--- src/rtl/serial_subtractor.sv ---
// -----------------------------------------------------------------------------
// serial_subtractor
//
// Bit-serial unsigned subtractor. One full-subtractor stage and a registered
// borrow are reused for every bit position, LSB first, so an N-bit subtraction
// takes N clocks after the operands are captured.
//
// Ports:
//   clk         rising-edge clock
//   rst         synchronous reset, active-high, highest priority
//   start       request; only honoured while idle
//   a           minuend, captured on an accepted start
//   b           subtrahend, captured on an accepted start
//   bin         borrow-in, captured on an accepted start
//   busy        high while bits are being processed
//   done        one-cycle pulse when difference/borrow_out are updated
//   difference  a - b - bin mod 2^WIDTH, held until the next completion
//   borrow_out  1 iff a < b + bin (unsigned), held until the next completion
// -----------------------------------------------------------------------------
module serial_subtractor #(
    parameter int WIDTH = 8
) (
    input  logic             clk,
    input  logic             rst,
    input  logic             start,
    input  logic [WIDTH-1:0] a,
    input  logic [WIDTH-1:0] b,
    input  logic             bin,
    output logic             busy,
    output logic             done,
    output logic [WIDTH-1:0] difference,
    output logic             borrow_out
);

    localparam int CW = $clog2(WIDTH + 1);

    typedef enum logic {
        IDLE  = 1'b0,
        SHIFT = 1'b1
    } state_e;

    state_e           state_q, state_d;

    logic [WIDTH-1:0] a_q,    a_d;
    logic [WIDTH-1:0] b_q,    b_d;
    logic [WIDTH-1:0] res_q,  res_d;
    logic [WIDTH-1:0] diff_q, diff_d;
    logic             br_q,   br_d;
    logic             bout_q, bout_d;
    logic             done_q, done_d;
    logic [CW-1:0]    cnt_q,  cnt_d;

    logic             d_bit;
    logic             br_next;
    logic             last_bit;
    logic [WIDTH-1:0] res_shift;

    // Single full-subtractor cell operating on the current LSBs.
    assign d_bit    = a_q[0] ^ b_q[0] ^ br_q;
    assign br_next  = (~a_q[0] & b_q[0]) | (~(a_q[0] ^ b_q[0]) & br_q);
    assign last_bit = (cnt_q == CW'(WIDTH - 1));

    // New difference bit enters at the MSB; after WIDTH shifts the first
    // (LSB) result bit has walked down to position 0.
    always_comb begin
        res_shift            = res_q >> 1;
        res_shift[WIDTH-1]   = d_bit;
    end

    // ------------------------------------------------------------------------
    // FSM: state register
    // ------------------------------------------------------------------------
    // NOTE: sequential blocks use non-blocking assignments only, so every
    // register samples the pre-edge values regardless of statement order.
    always_ff @(posedge clk) begin
        if (rst) begin
            state_q <= IDLE;
        end else begin
            state_q <= state_d;
        end
    end

    // ------------------------------------------------------------------------
    // FSM: next-state logic
    // ------------------------------------------------------------------------
    // NOTE: every signal assigned in a combinational block gets a default
    // first; a path that leaves one unassigned would infer a latch.
    always_comb begin
        state_d = state_q;
        unique case (state_q)
            IDLE:    if (start)    state_d = SHIFT;
            SHIFT:   if (last_bit) state_d = IDLE;
            default:               state_d = IDLE;
        endcase
    end

    // ------------------------------------------------------------------------
    // Datapath next-state logic
    // ------------------------------------------------------------------------
    always_comb begin
        a_d    = a_q;
        b_d    = b_q;
        res_d  = res_q;
        br_d   = br_q;
        cnt_d  = cnt_q;
        diff_d = diff_q;
        bout_d = bout_q;
        done_d = 1'b0;
        unique case (state_q)
            IDLE: begin
                if (start) begin
                    a_d   = a;
                    b_d   = b;
                    br_d  = bin;
                    res_d = '0;
                    cnt_d = '0;
                end
            end
            SHIFT: begin
                a_d   = a_q >> 1;
                b_d   = b_q >> 1;
                br_d  = br_next;
                res_d = res_shift;
                cnt_d = cnt_q + CW'(1);
                // Published outputs only move here, so they stay stable
                // for the whole busy window.
                if (last_bit) begin
                    diff_d = res_shift;
                    bout_d = br_next;
                    done_d = 1'b1;
                end
            end
            default: ;
        endcase
    end

    // ------------------------------------------------------------------------
    // Datapath registers
    // ------------------------------------------------------------------------
    // NOTE: the working registers are cleared on reset as well as the visible
    // outputs, so an aborted operation leaves no stale operand or borrow.
    always_ff @(posedge clk) begin
        if (rst) begin
            a_q    <= '0;
            b_q    <= '0;
            res_q  <= '0;
            br_q   <= 1'b0;
            cnt_q  <= '0;
            diff_q <= '0;
            bout_q <= 1'b0;
            done_q <= 1'b0;
        end else begin
            a_q    <= a_d;
            b_q    <= b_d;
            res_q  <= res_d;
            br_q   <= br_d;
            cnt_q  <= cnt_d;
            diff_q <= diff_d;
            bout_q <= bout_d;
            done_q <= done_d;
        end
    end

    // ------------------------------------------------------------------------
    // FSM: outputs
    // ------------------------------------------------------------------------
    // done is registered and only set on the edge that returns to IDLE, so
    // busy and done can never be high together.
    always_comb begin
        busy       = (state_q == SHIFT);
        done       = done_q;
        difference = diff_q;
        borrow_out = bout_q;
    end

endmodule

--- config.mk ---
export PLATFORM = sky130hd
export DESIGN_NAME = serial_subtractor
export DESIGN_NICKNAME = d
export VERILOG_FILES = /design/src/rtl/serial_subtractor.sv
export SDC_FILE = /design/constraint.sdc
export NUM_CORES = 1
export LEC_CHECK = 0
export ABC_AREA = 1
export BUFFER_PORTS_ARGS = -buffer_cell sky130_fd_sc_hd__buf_2
export CAP_MARGIN = 20
export CELL_PAD_IN_SITES_DETAIL_PLACEMENT = 0
export CELL_PAD_IN_SITES_GLOBAL_PLACEMENT = 1
export CORE_ASPECT_RATIO = 1.5
export CORE_UTILIZATION = 38
export CTS_CLUSTER_DIAMETER = 30
export DETAILED_ROUTE_END_ITERATION = 8
export PLACE_DENSITY_LB_ADDON = 0.05
export SYNTH_ARGS = -nofsm -noshare
export SYNTH_HDL_FRONTEND = slang
export SYNTH_SLANG_ARGS = --single-unit
--- constraint.sdc ---
create_clock -name clk -period 1.2 [get_ports clk]
set_input_delay 0.06 -clock clk [delete_from_list [all_inputs] [get_ports clk]]
set_output_delay 0.06 -clock clk [all_outputs]
set_load 0.01 [all_outputs]
=== Word level (Yosys, flattened, before mapping) ===
Index checks and enable logic that the tools add are counted.

* Bits of input ports: 20
* Logic and storage cells: 36
* Output and inout port bits: 11
* Flip-flop bits (word level): 40

* Reduce and logical (&&, ||, !) cells: 2
* $add $sub $neg: 1
* Bitwise logic cells: 8
* Mux-type cells: 14
* Eq/ne operators: 2

{| class="wikitable"
|+ Operator list
! cell !! number
|-
| one-hot mux 8 bit (2 select lines) || 3
|-
| two-way mux 8 bit || 3
|-
| one-hot mux 4 bit (2 select lines) || 1
|-
| adder 4 x 1 -> 4 bit, second input constant || 1
|-
| == test 4 x 3 -> 1 bit, second input constant || 1
|-
| two-way mux 1 bit || 4
|-
| two-way mux 4 bit || 1
|-
| one-hot mux 1 bit (2 select lines) || 2
|-
| inverter 1 bit || 3
|-
| bitwise AND 1 bit || 2
|-
| inequality test 2 bit, second input constant || 1
|-
| AND reduction 2 bit || 1
|-
| OR reduction 2 bit || 1
|-
| XOR 1 bit || 2
|-
| bitwise OR 1 bit || 1
|}

=== Longest topological paths before layout ===
Gate-level depths: netlist (run 1).

* Depth in word-level cells: 5
* Depth in mapped cells: 7
* Depth with buffers taken out: 7

=== Least setup slack after synthesis (run 1) ===
Ideal clock, no wire load.

* Kind: register to register
* From: register state_q, in the netlist busy
* To: register a_q[0]
* Stages on the path, launching flop included: 8
* Buffers on the path: 2
* Arrival time: 1.014 ns
* Clock period less this slack: 1.124 ns
* Required time: 1.090 ns
* Library setup time: 0.110 ns
* Setup slack: 0.076 ns
* Cell sequence: dfxtp_1 > buf_4 > inv_2 > buf_6 > nand3_1 > nand3_1 > nand2_1 > inv_1

* Longest elaborated chain between the ends: 2
* Elaborated cells between the ends (all ways): 3
* Classes of those cells: eq/ne: 1; mux: 1; bitwise: 1

{| class="wikitable"
|+ RTL lines
! item !! line !! text
|-
| from (decl) || 42 || <nowiki>state_e state_q, state_d;</nowiki>
|-
| from (signal assigned) || 79 || <nowiki>state_q <= state_d;</nowiki>
|-
| inverter 1 bit || - ||
|-
| one-hot mux 8 bit (2 select lines) / inequality test 2 bit (equally long branches) || - ||
|-
| to (signal assigned) || 144 || <nowiki>a_q <= '0;</nowiki>
|-
| to (signal assigned) || 153 || <nowiki>a_q <= a_d;</nowiki>
|-
| to (decl) || 44 || <nowiki>logic [WIDTH-1:0] a_q, a_d;</nowiki>
|}

Several ways; a longest one is shown, not always the timed one.
A chain may end at the register's enable or synchronous reset.

=== Worst setup path in the final report (run 1) ===
* From: register a_q[0]
* To: register res_q[7]

* Longest elaborated chain between the ends: 3

{| class="wikitable"
|+ RTL lines
! item !! line !! text
|-
| XOR 1 bit (2 in a row) || 59 || <nowiki>assign d_bit = a_q[0] ^ b_q[0] ^ br_q;</nowiki>
|-
| via d_bit || 53 || <nowiki>logic d_bit;</nowiki>
|-
| one-hot mux 8 bit (2 select lines) || 109 || <nowiki>unique case (state_q)</nowiki>
|-
| to (signal assigned) || 155 || <nowiki>res_q <= res_d;</nowiki>
|-
| to (decl) || 46 || <nowiki>logic [WIDTH-1:0] res_q, res_d;</nowiki>
|}

The timed path passes the listed nets, and every way through them passes these cells.

==> results summary, run 1 <==
The flow ran to the end, and the final reports show no timing, DRC or antenna violations. For this run, the slowest stage of the critical path takes 0.58 ns. The initial antenna violation count came to 0. The prevailing post-synth register cell is dfxtp_1. For the worst-skew pair, the clock arrives at the later sink with an insertion delay of 0.29 ns. The post-synthesis cell area came out at approximately 1600 um^2. The area growth from synthesis to layout is 25.9%.

The HPWL after detailed placement came out at 2600 um. The total count of max-transition violations in the final report came out at 0. The path class of the tightest hold or removal check is in -> reg. The final worst slack came out at 0.0597 ns. Setup violations remaining at the end of the flow were counted as 0. In this run the deepest clock path goes through 2 buffers. The number of sinks handled by clock tree synthesis is 39.

The launch instance of the worst register-to-register path is a_q[0]$_SDFFE_PP0P_. The number of enable flip-flop cells after synthesis is 0. The count of antenna-violating nets left after detailed routing is 0. The clock skew after layout came out at 0.00373 ns. By startpoint and endpoint, the worst setup path is classified as reg -> reg. The first-pass GRT wire length is 5970 um. The maximum operating frequency is 0.877 GHz. The final number of hold-violating endpoints is 0. The placer's final routability congestion estimate came out at 0.690. The area occupied by multi-input gates is 743 um^2. The normalized max-slew margin is 0.824. The register cell area after layout is 787 um^2. The residual DRC count came out at 0. Counting instances in the post-synthesis netlist gives the leading cell types as 91 x nand2_1, 41 x nand3_1, 39 x dfxtp_1. The number of DRC markers after the initial detailed-route iteration is 39. The nature of the critical path endpoint is a register. The leakage power summed over all cells is approximately 1.0 nW. The detailed router put a total of between 1500 and 2000 um of wire on met1.

The biggest area consumer among synthesized cells is dfxtp_1. The detail-routed via count per cell came out at 4.78. Traced cell by cell, the critical path runs through fa_2 > nand2_1 > a21oi_1. The share of the Yosys chip area taken by registers is 0.476. The end of the worst register-to-register path is res_q[7]$_SDFFE_PP0P_. The capture point of the critical path is res_q[7]$_SDFFE_PP0P_. The slowest cell on the critical path is fa_2. The cell count after synthesis is 229. The cell row count came out at 28. The non-filler instance count after layout is 315. The clock transition time at the flip-flop clock pins of the worst setup and hold paths is roughly 0.080 ns. Synthesis inferred 39 register bits.

In this run the worst setup path begins at a_q[0]$_SDFFE_PP0P_. The number of global-route vias before repair is approximately 1,300. The die area is 4590 um^2. Entering global routing, the biggest net connects 20 pins. The number of nets in the synthesized netlist is between 200 and 300. The routed via count came out at approximately 1,500. The number of maximum-capacitance constraint violations came out at 0. The worst setup timing slack at the placement stage is 0.0117 ns. The kind of start point of the critical path is a register.

Fill cells in the final layout number 436. The global-route usage over all layers is 0.172. The detailed route wirelength on metal3 is 101 um. The count of input and output buffers is 30.

The dominant cell by count in the synthesized netlist is nand2_1. The net count of the finished layout is just under 300. Summed over all failing endpoints, the final setup total negative slack is 0 ns.

The count of yosys warnings during synthesis is 0. In this run, CTS created clock tree buffers numbering 5. Of all nets on the critical path, the largest fanout is 2. At the worst endpoint, the arrival time is 1.37 ns.

The minimum clock period after layout is 1.14 ns. The total placed cells including tap cells came out at 305. The initial core utilization came out at 0.407. The floorplan die width is 55.6 um. The H-tree depth came out at 2. The top-level port count came out at 31. Dividing the detail-routed wire length by the instance count gives 11.8 um. The critical path data required time came out at 1.43 ns. Ranked by total cell area, the synthesized netlist is headed by dfxtp_1 48%, nand2_1 21%, nand3_1 13%, inv_1 4.6%, a21oi_1 3.7%. The number of antenna repair diodes came out at 0. The first TritonRoute pass finished after 4 iterations.

Across the VDD grid, the largest voltage drop is slightly below 1 mV. The clock root buffer master is clkbuf_8. In this run the mean area of a mapped cell was about 7.2 um^2.

The power density relative to cell area is 1350 nW/um^2. The path depth of the worst reg2reg path is 3. TritonCTS built the clock tree.

After detailed routing, no signal wire sits above met4. The transition time of the tightest slew-check pin came out at 0.264 ns. The post-synthesis async set-or-reset flop share came out at 0.

The total congestion overflow after global routing came out at 0. The core region is 4030 um^2. The fraction of layout cells with a size suffix above 1 came out at 0.248. The routed length on met2 came out at 1890 um. Of the post-synthesis cell area, the dominant cell type holds 0.476.

The vertical die dimension came out at 82.4 um. The detailed-route wire length is 3720 um. Setup repair after global routing left no endpoint under its margin.

The number of distinct library cells after synthesis is 17. Setup slack on the worst reg-to-reg path comes out at 0.06 ns. The part of the cycle the worst path needs came out at 0.950.
-- worst min-delay path by stage --
| stage | start | slack (ns) | cells after the start | endpoint |
|---|---|---|---|---|
| 3_5_place_dp | b[7] | 0.33 | 3 | b_q[7]$_SDFFE_PP0P_ |
| 6_report | b[7] | 0.01 | 3 | b_q[7]$_SDFFE_PP0P_ |
| 4_1_cts | b[7] | 0.01 | 3 | b_q[7]$_SDFFE_PP0P_ |
| 5_1_grt | b[7] | 0.03 | 3 | b_q[7]$_SDFFE_PP0P_ |
| 3_3_place_gp | b[7] | 0.32 | 3 | b_q[7]$_SDFFE_PP0P_ |
| 2_1_floorplan | rst | 0.13 | 1 | res_q[1]$_SDFFE_PP0P_ |
-- registers in the layout, indices dropped and copies added (netlist names) --
| name | flops |
|---|---|
| a_q | 8 |
| b_q | 8 |
| difference | 8 |
| res_q | 7 |
| cnt_q | 4 |
| borrow_out | 1 |
| br_q | 1 |
| busy | 1 |
| done | 1 |
-- routing by layer --
metal	global-route usage	up-vias
met5	0	-
met1	0.184	682
met3	0.0374	5
li1	-	798
met2	0.325	22
met4	0.0750	0
-- worst max-delay path: cells and delay by family (launching register included) --
kind,cells,cell delay (ns)
DFF,1,0.34
and+or+nand+nor,1,0.05
AOI/OAI and AO/OA,1,0.11
adders and majority gates,1,0.58
-- placed cells by master, fill, tap and decap left out, drive strengths merged --
master   n
nand3   41
ha       1
nand4    1
dfxtp   39
a21oi   12
nor2     8
nand2   91
o21ai    2
clkinv   1
buf     43
fa       1
bufinv   1
clkbuf   6
inv     23
-- through the flow --
stage	hold WS, ns	util	cell area, um^2	total power, W
after global placement	0.320	0.470	1890	0.00167
after CTS	0.0142	0.499	2010	0.00280
after detailed placement	0.325	0.470	1890	0.00167
after floorplan	0.129	-	1640	0.00156
after global routing	0.0340	0.512	2060	0.00291
final	0.0149	0.512	2060	0.00279
-- where the power goes --
part / switching, W / internal, W / total, W
registers: 0.0000262 / 0.00134 / 0.00136
logic: 0.000163 / 0.000126 / 0.000289
clock network: 0.000466 / 0.000673 / 0.00114
-- layout make-up --
type,count,area share
Timing Repair Buffer,43,0.132
Inverter,23,0.0418
Multi-Input combinational cell,157,0.360
Clock buffer,6,0.0400
Tap cell,45,0.0273
Clock inverter,2,0.0170
Sequential cell,39,0.381
-- cells by family (layout without fill, tap and decap cells) --
family          Yosys count  in the layout  synth area share
simple gates            140            141             0.366
flops                    39             39             0.476
buf+inv                  34             74            0.0947
compound gates           14             14            0.0427
fa+ha+maj                 2              2            0.0198
-- what timing repair did --
action                                  4_1_cts  5_1_grt
resized for setup                             0       12
hold buffers                                  0        0
buffers inserted                              0        1
endpoints found under the setup margin        0       15
Power figures use the tool's default switching activity.
==> run 2: changes to the inputs <==
CORE_MARGIN = 5   (was default)
SKIP_CTS_REPAIR_TIMING = 1   (was default)
==> results summary, run 2 (synthesized netlist as in run 1, its figures left out) <==
The transition time of the tightest slew-check pin came to 0.247 ns (-0.0172 ns). The H-tree depth came to 2 (unchanged). The synthesis-to-layout area growth is 22.4%.

The power spent charging and discharging nets came out at 0.000622 W (-5.0%). The non-filler instance count after layout was 312 (-0.95%). The total placed cells including tap cells was 304 (-0.33%). The total clock buffers created by CTS came out at 5 (unchanged). The minimum clock period after layout is 1.13 ns (-0.00757 ns). The count of buffering cells on the critical path with inverters included came out at 1 (+1). The kind of start point of the critical path is a register. The cell row count came out at 29 (+3.6%). The routed wirelength normalized by instance count is 12.3 um (+4.1%). The post-layout net count is 288 (-1.0%). The insertion delay of the later-clocked pin in the worst-skew pair came out at 0.28 ns (about the same). The delay contributed by the slowest stage of the critical path is 0.52 ns (-0.06 ns).

The design internal power came out at 0.00190 W (-11%). In this run the critical register-to-register path is launched from br_q$_SDFFE_PP0P_. The number of global-route vias before repair is 1,478 (+10%). The top-level port count is 31 (unchanged). The vertical die dimension is 90.4 um (+9.7%). The fraction of power consumed by sequential logic came out at 0.539 (+0.050). The clock skew after layout came to 0.00474 ns (+0.00101 ns). The part of the total power dissipated in combinational logic came out at 0.110 (+0.006). The number of antenna repair diodes came out at 0 (unchanged). The most common library cell in the layout ignoring fill and taps is nand2_1. The signal on the critical path passes through inv_1 > fa_1 > nand2_1 > a21oi_1. The initial core utilization is 0.389 (-0.0174).

The fraction of power spent switching nets came to 0.246 (+0.0116). The count of antenna-violating nets left after detailed routing came to 0 (unchanged). The fraction of layout cells with a size suffix above 1 came out at 0.214 (-0.0339).

The clock network power share came out at 0.351 (-0.057). The clock transition time at the flip-flop clock pins of the worst setup and hold paths is 0.07 ns (about the same). TritonCTS built the clock tree.

The data arrival time at the worst-slack endpoint came out at 1.35 ns (-0.02 ns). The final worst slack was 0.0673 ns (+0.00757 ns). The reg2reg setup slack came out at 0.07 ns (about the same). The peak ir drop on the vdd network came out at 0.790 mV (-20%). The cell sitting at the root of the clock tree is a clkbuf_8. The total count of max-transition violations in the final report came out at 0 (unchanged). The number of cells on the worst hold path came out at 3 (unchanged).

The number of sinks handled by clock tree synthesis came to 39 (unchanged). The number of DRC markers after the initial detailed-route iteration was 36 (-7.7%). The routing usage on met3 came out at 0.0461 (+0.00869).

The critical path data required time is 1.42 ns (about the same). The die area is 5750 um^2 (+25%). The routed via count is 1,453 (-3.6%). The normalized max-slew margin is 0.835 (+0.0112).

On the critical path, the stage with the largest delay is an instance of fa_1. The startpoint identified for the worst hold timing path is b[7]. The layer with the highest usage is met2. The detailed-routing iteration count for the pre-antenna-repair pass came out at 4 (unchanged).

STA classifies the critical path endpoint as a register. Among cell families on the critical path, the largest total delay comes from adder cells. The first-pass GRT wire length was 6510 um (+9.1%). The flow ran to the end, and the final reports show no timing, DRC or antenna violations.

The HPWL after detailed placement is 2670 um (+2.7%). The final number of hold-violating endpoints is 0 (unchanged). The utilization of the core after routing came out at 0.477 (-0.0353). The largest driver fanout on the critical path was 2 (unchanged). The placer's final routability congestion estimate is 0.711 (+3.0%). The leakage power summed over all cells came out at 0.995 nW (-2.8%).

The total congestion overflow after global routing is 0 (unchanged). The aggregate negative setup slack is 0 ns (unchanged). The count of input and output buffers came out at 30 (unchanged). The global-route met2 utilization is 0.250 (-0.0753). The setup path with the least slack is of type reg -> reg.

The worst hold path belongs to the class in -> reg. The deepest clock path buffer count came out at 2 (unchanged). The area of the core region is 4210 um^2 (+4.5%). The detailed-route wire length came out at 3830 um (+3.1%). The floorplan die width came out at 63.6 um (+14%). The path depth of the worst reg2reg path was 4 (+1). The maximum operating frequency was 0.883 GHz (+0.67%). The worst setup timing slack at the placement stage came to 0.0237 ns (+0.0120 ns). The global-route met1 utilization is 0.153 (-0.0313). The detail-routed via count per cell is 4.66 (-2.7%).

The end of the worst register-to-register path is res_q[7]$_SDFFE_PP0P_. The number of maximum-capacitance constraint violations came to 0 (unchanged). The path with the worst hold slack has its endpoint at b_q[7]$_SDFFE_PP0P_. The global-route usage over all layers came out at 0.141 (-0.0314).

The largest net degree at the start of global routing came to 28 (+40%). The initial antenna violation count is 0 (unchanged). In the layout the commonest cells are 91 x nand2_1, 40 x nand3_1, 38 x dfxtp_1. The part of the cycle the worst path needs was 0.944 (-0.00631). The count of final setup violators came out at 0 (unchanged). The power density relative to cell area was 1260 nW/um^2 (-7.0%). The residual DRC count is 0 (unchanged).
==> run 2: changes by cell type in the layout (fill, tap and decap cells not counted), moves of 2 or more <==
cell	change
dfxtp_1	+4
dfxtp_2	-4
buf_4	-3
inv_2	-2
==> run 2: worst max-delay path by stage <==
stage	from	cells past startpoint	endpoint	slack, ns
2_1_floorplan	busy$_SDFF_PP0_	7	a_q[0]$_SDFFE_PP0P_	0.08
3_3_place_gp	cnt_q[1]$_SDFFE_PP0P_	4	difference[0]$_SDFFE_PP0P_	0.04
3_5_place_dp	cnt_q[0]$_SDFFE_PP0P_	4	borrow_out$_SDFFE_PP0P_	0.02
4_1_cts	busy$_SDFF_PP0_	6	a_q[7]$_SDFFE_PP0P_	0.007
5_1_grt	cnt_q[0]$_SDFFE_PP0P_	5	difference[7]$_SDFFE_PP0P_	-0.0009
6_report	br_q$_SDFFE_PP0P_	4	res_q[7]$_SDFFE_PP0P_	0.07
==> run 2: through the flow <==
stage | total power, W | hold WS, ns | instance area (um^2)
floorplan | 0.00156 | 0.129 | 1640
global placement | 0.00167 | 0.324 | 1880
detailed placement | 0.00167 | 0.324 | 1880
CTS | 0.00257 | 0.00874 | 1970
global route | 0.00268 | 0.0123 | 2010
finish | 0.00253 | 0.0182 | 2010
==> run 2: layout make-up <==
class / count / area (um^2)
clock buffer: 6 / 82.6
clock inverter: 1 / 5.00
fill: 460 / 2200
inverter: 23 / 88.8
multi-input combinational: 157 / 741
sequential: 39 / 782
tap: 46 / 57.6
timing repair buffer: 40 / 250
==> run 2: tightest hold or removal path: stages <==
cell and delay, ns:
buf_2 0.10, nand2_1 0.05, a21oi_1 0.05
==> run 2: layer usage <==
metal	routed length, um	up-vias	share of wire
met2	2080	26	0.54
met5	0	-	0
met4	44	0	0.011
li1	-	788	-
met3	151	4	0.039
met1	1560	635	0.41
==> run 2: power groups by stage <==
stage               sequential (W)  combinational (W)  clock, W
CTS                        0.00136           0.000278  0.000929
global route               0.00137           0.000322  0.000990
floorplan                  0.00139           0.000177         0
detailed placement         0.00139           0.000277         0
finish                     0.00136           0.000277  0.000888
global placement           0.00139           0.000277         0
==> run 3: changes to the inputs <==
ABC_AREA = default   (was 1)
CORE_UTILIZATION = 42   (was 38)
==> results summary, run 3 <==
The run finished with clean final reports. The top-level port count came out at 31 (unchanged). The library cells used most frequently in the layout, excluding fill and tap cells, are 34 x dfxtp_1, 30 x buf_2, 24 x nor2_1.

The register bit total from synthesis is 39 (unchanged). The routed via count is 1,203 (-17%). The total clock buffers created by CTS is 5 (unchanged). Setup repair after global routing could not meet its margin everywhere. The floorplan die width is 60.9 um (-4.3%). The fraction of layout cells with a size suffix above 1 came to 0.376 (+0.161).

The commonest cells after synthesis are 39 x dfxtp_1, 24 x nor2_1, 17 x mux2i_1. The final instance area is 1990 um^2 (-0.62%). The peak ir drop on the vdd network came out at 0.988 mV (+25%). The count of input and output buffers came out at 30 (unchanged). The HPWL after detailed placement is 2330 um (-13%). Leaving out fill and tap cells, the most frequent cell in the layout is dfxtp_1. The vertical die dimension came out at 86.3 um (-4.6%). The first-pass GRT wire length was 5420 um (-17%). The nature of the critical path endpoint is a register.

The count of antenna-violating nets left after detailed routing came out at 0 (unchanged). The count of final setup violators is 0 (unchanged). The min-delay analysis places its worst path in the category in -> reg. The largest total area in the synthesized netlist belongs to dfxtp_1. The data arrival time at the worst-slack endpoint came out at 1.35 ns (about the same). The number of distinct library cells after synthesis is 25 (+8). The detail-routed via count per cell was 5.19 (+11%).

The residual DRC count is 0 (unchanged). The detailed-route wire length came out at 3310 um (-14%). The post-synthesis cell area is 1630 um^2 (-0.53%). The post-synthesis async set-or-reset flop share was 0 (unchanged). The largest driver fanout on the critical path is 2 (unchanged). The critical path data required time is 1.38 ns (-0.04 ns). The number of maximum-capacitance constraint violations came out at 0 (unchanged). The deepest clock path buffer count came out at 2 (unchanged). The total nets after synthesis came out at 176 (-30%). The final worst slack is 0.0338 ns (-0.0335 ns). The placed cell area came out at 1830 um^2 (-2.5%). The share of synthesized area occupied by flip-flops and latches came out at 0.479 (+0.00256). The worst setup path is launched from a register.

The number of global-route vias before repair came out at 1,251 (-15%). The number of DRC markers after the initial detailed-route iteration came to 21 (-42%). The maximum operating frequency is 0.857 GHz (-2.9%). The number of enable flip-flop cells after synthesis came out at 0 (unchanged). The post-layout net count came to 210 (-27%).

The transition time of the tightest slew-check pin is 0.314 ns (+0.0673 ns). The prevailing post-synth register cell is dfxtp_1. The synthesis-to-layout area growth was 22.3% (about the same). The initial antenna violation count came to 0 (unchanged).

The count of yosys warnings during synthesis is 0 (unchanged). The area of the core region is 3720 um^2 (-12%). The critical path is of the reg -> reg type.

The synthesized area per cell came out at 10.6 um^2 (+48%). The tree is rooted in a clkbuf_8. In the post-synthesis netlist, the biggest area contributors are dfxtp_1 48%, mux2i_1 10%, mux2_2 9.0%, nor2_1 5.5%, a22o_1 4.3%.

The dominant cell by count in the synthesized netlist is dfxtp_1. The normalized max-slew margin is 0.790 (-0.0446). The number of antenna repair diodes is 0 (unchanged). The aggregate negative setup slack came out at 0 ns (unchanged). TritonCTS built the clock tree. The clock skew after layout was 0.00510 ns (+0.000362 ns).

The H-tree depth came out at 2 (unchanged). The share of Yosys cell area claimed by the top area cell type is 0.479 (+0.00256). The worst hold slack across all endpoints came to 0.0676 ns (+0.0495 ns). The placer's final routability congestion estimate came out at 0.726 (+2.2%). The global-route usage over all layers came to 0.137 (-0.00403). The minimum clock period after layout came to 1.17 ns (+0.0335 ns).

The cell count after synthesis is 154 (-33%). The power density relative to cell area came to 1310 nW/um^2 (+4.0%). The largest net degree at the start of global routing is 29 (+3.6%). The total congestion overflow after global routing came to 0 (unchanged). The part of the cycle the worst path needs came to 0.972 (+0.0279). The clock transition time at the flip-flop clock pins of the worst setup and hold paths is 0.07 ns (about the same).

The number of sinks handled by clock tree synthesis is 39 (unchanged). The leakage power summed over all cells was 0.882 nW (-11%). The routed wirelength normalized by instance count came out at 14.3 um (+16%).

The initial core utilization is 0.439 (+0.0493). The total count of max-transition violations in the final report came to 0 (unchanged). The die area came out at 5250 um^2 (-8.7%). The worst setup timing slack at the placement stage is -0.0175 ns (-0.0413 ns).

The final number of hold-violating endpoints is 0 (unchanged). The cell row count is 27 (-6.9%). The detailed-routing iteration count for the pre-antenna-repair pass came out at 4 (unchanged).

The insertion delay of the later-clocked pin in the worst-skew pair is 0.28 ns (about the same).
==> run 3: cell count changes after synthesis, moves of 4 or more <==
cell | before | now
nor2_1 | 5 | 24
nor3b_1 | 0 | 8
mux2_2 | 0 | 13
nor3_1 | 0 | 4
nand3_1 | 41 | 1
nand2_1 | 91 | 0
inv_1 | 20 | 3
a22o_1 | 0 | 8
mux2i_1 | 0 | 17
==> run 3: cells by family after synthesis <==
kind of cell | count (synthesis) | share of synthesized area
DFF | 39 | 0.479
buffers and inverters | 15 | 0.0599
AOI/OAI and AO/OA | 25 | 0.104
and+or+nand+nor | 42 | 0.137
adders and majority gates | 2 | 0.0200
muxes | 31 | 0.201
==> run 3: worst max-delay path, stage by stage, from the launching register on <==
cell	delay, ns
dfxtp_2	0.32
inv_1	0.04
fa_1	0.49
a22o_1	0.21
==> run 3: final timing paths <==
path	endpoint	startpoint	cells past startpoint	slack [ns]
max	difference[7]$_SDFFE_PP0P_	br_q$_SDFFE_PP0P_	3	0.03
min	b_q[7]$_SDFFE_PP0P_	b[7]	3	0.07
max reg2reg	difference[7]$_SDFFE_PP0P_	br_q$_SDFFE_PP0P_	3	0.03
min reg2reg	difference[3]$_SDFFE_PP0P_	difference[3]$_SDFFE_PP0P_	1	0.48
==> run 3: report_power, final <==
group / total, W / switching [W] / internal (W)
Combinational: 0.000289 / 0.000140 / 0.000148
Clock: 0.000952 / 0.000428 / 0.000524
Sequential: 0.00137 / 0.0000308 / 0.00134
Total: 0.00261 / 0.000599 / 0.00201
==> run 3: metal layers <==
metal | GRT usage | vias up | wire, um
met4 | 0.0631 | 0 | 72
li1 | - | 609 | -
met1 | 0.135 | 559 | 1270
met5 | 0 | - | 0
met3 | 0.0537 | 7 | 195
met2 | 0.241 | 28 | 1770
==> run 3: cell type report <==
| type | count | area, um^2 |
|---|---|---|
| Multi-Input combinational cell | 101 | 806 |
| Clock buffer | 8 | 100 |
| Inverter | 3 | 11.3 |
| Fill cell | 356 | 1720 |
| Sequential cell | 39 | 790 |
| Tap cell | 43 | 53.8 |
| Timing Repair Buffer | 38 | 234 |
==> run 3: metrics by stage <==
step | instances | power, W | utilization
after global routing | 232 | 0.00274 | 0.537
after global placement | 221 | 0.00166 | 0.493
final | 232 | 0.00261 | 0.537
after CTS | 229 | 0.00264 | 0.520
after floorplan | 154 | 0.00160 | -
after detailed placement | 221 | 0.00168 | 0.493
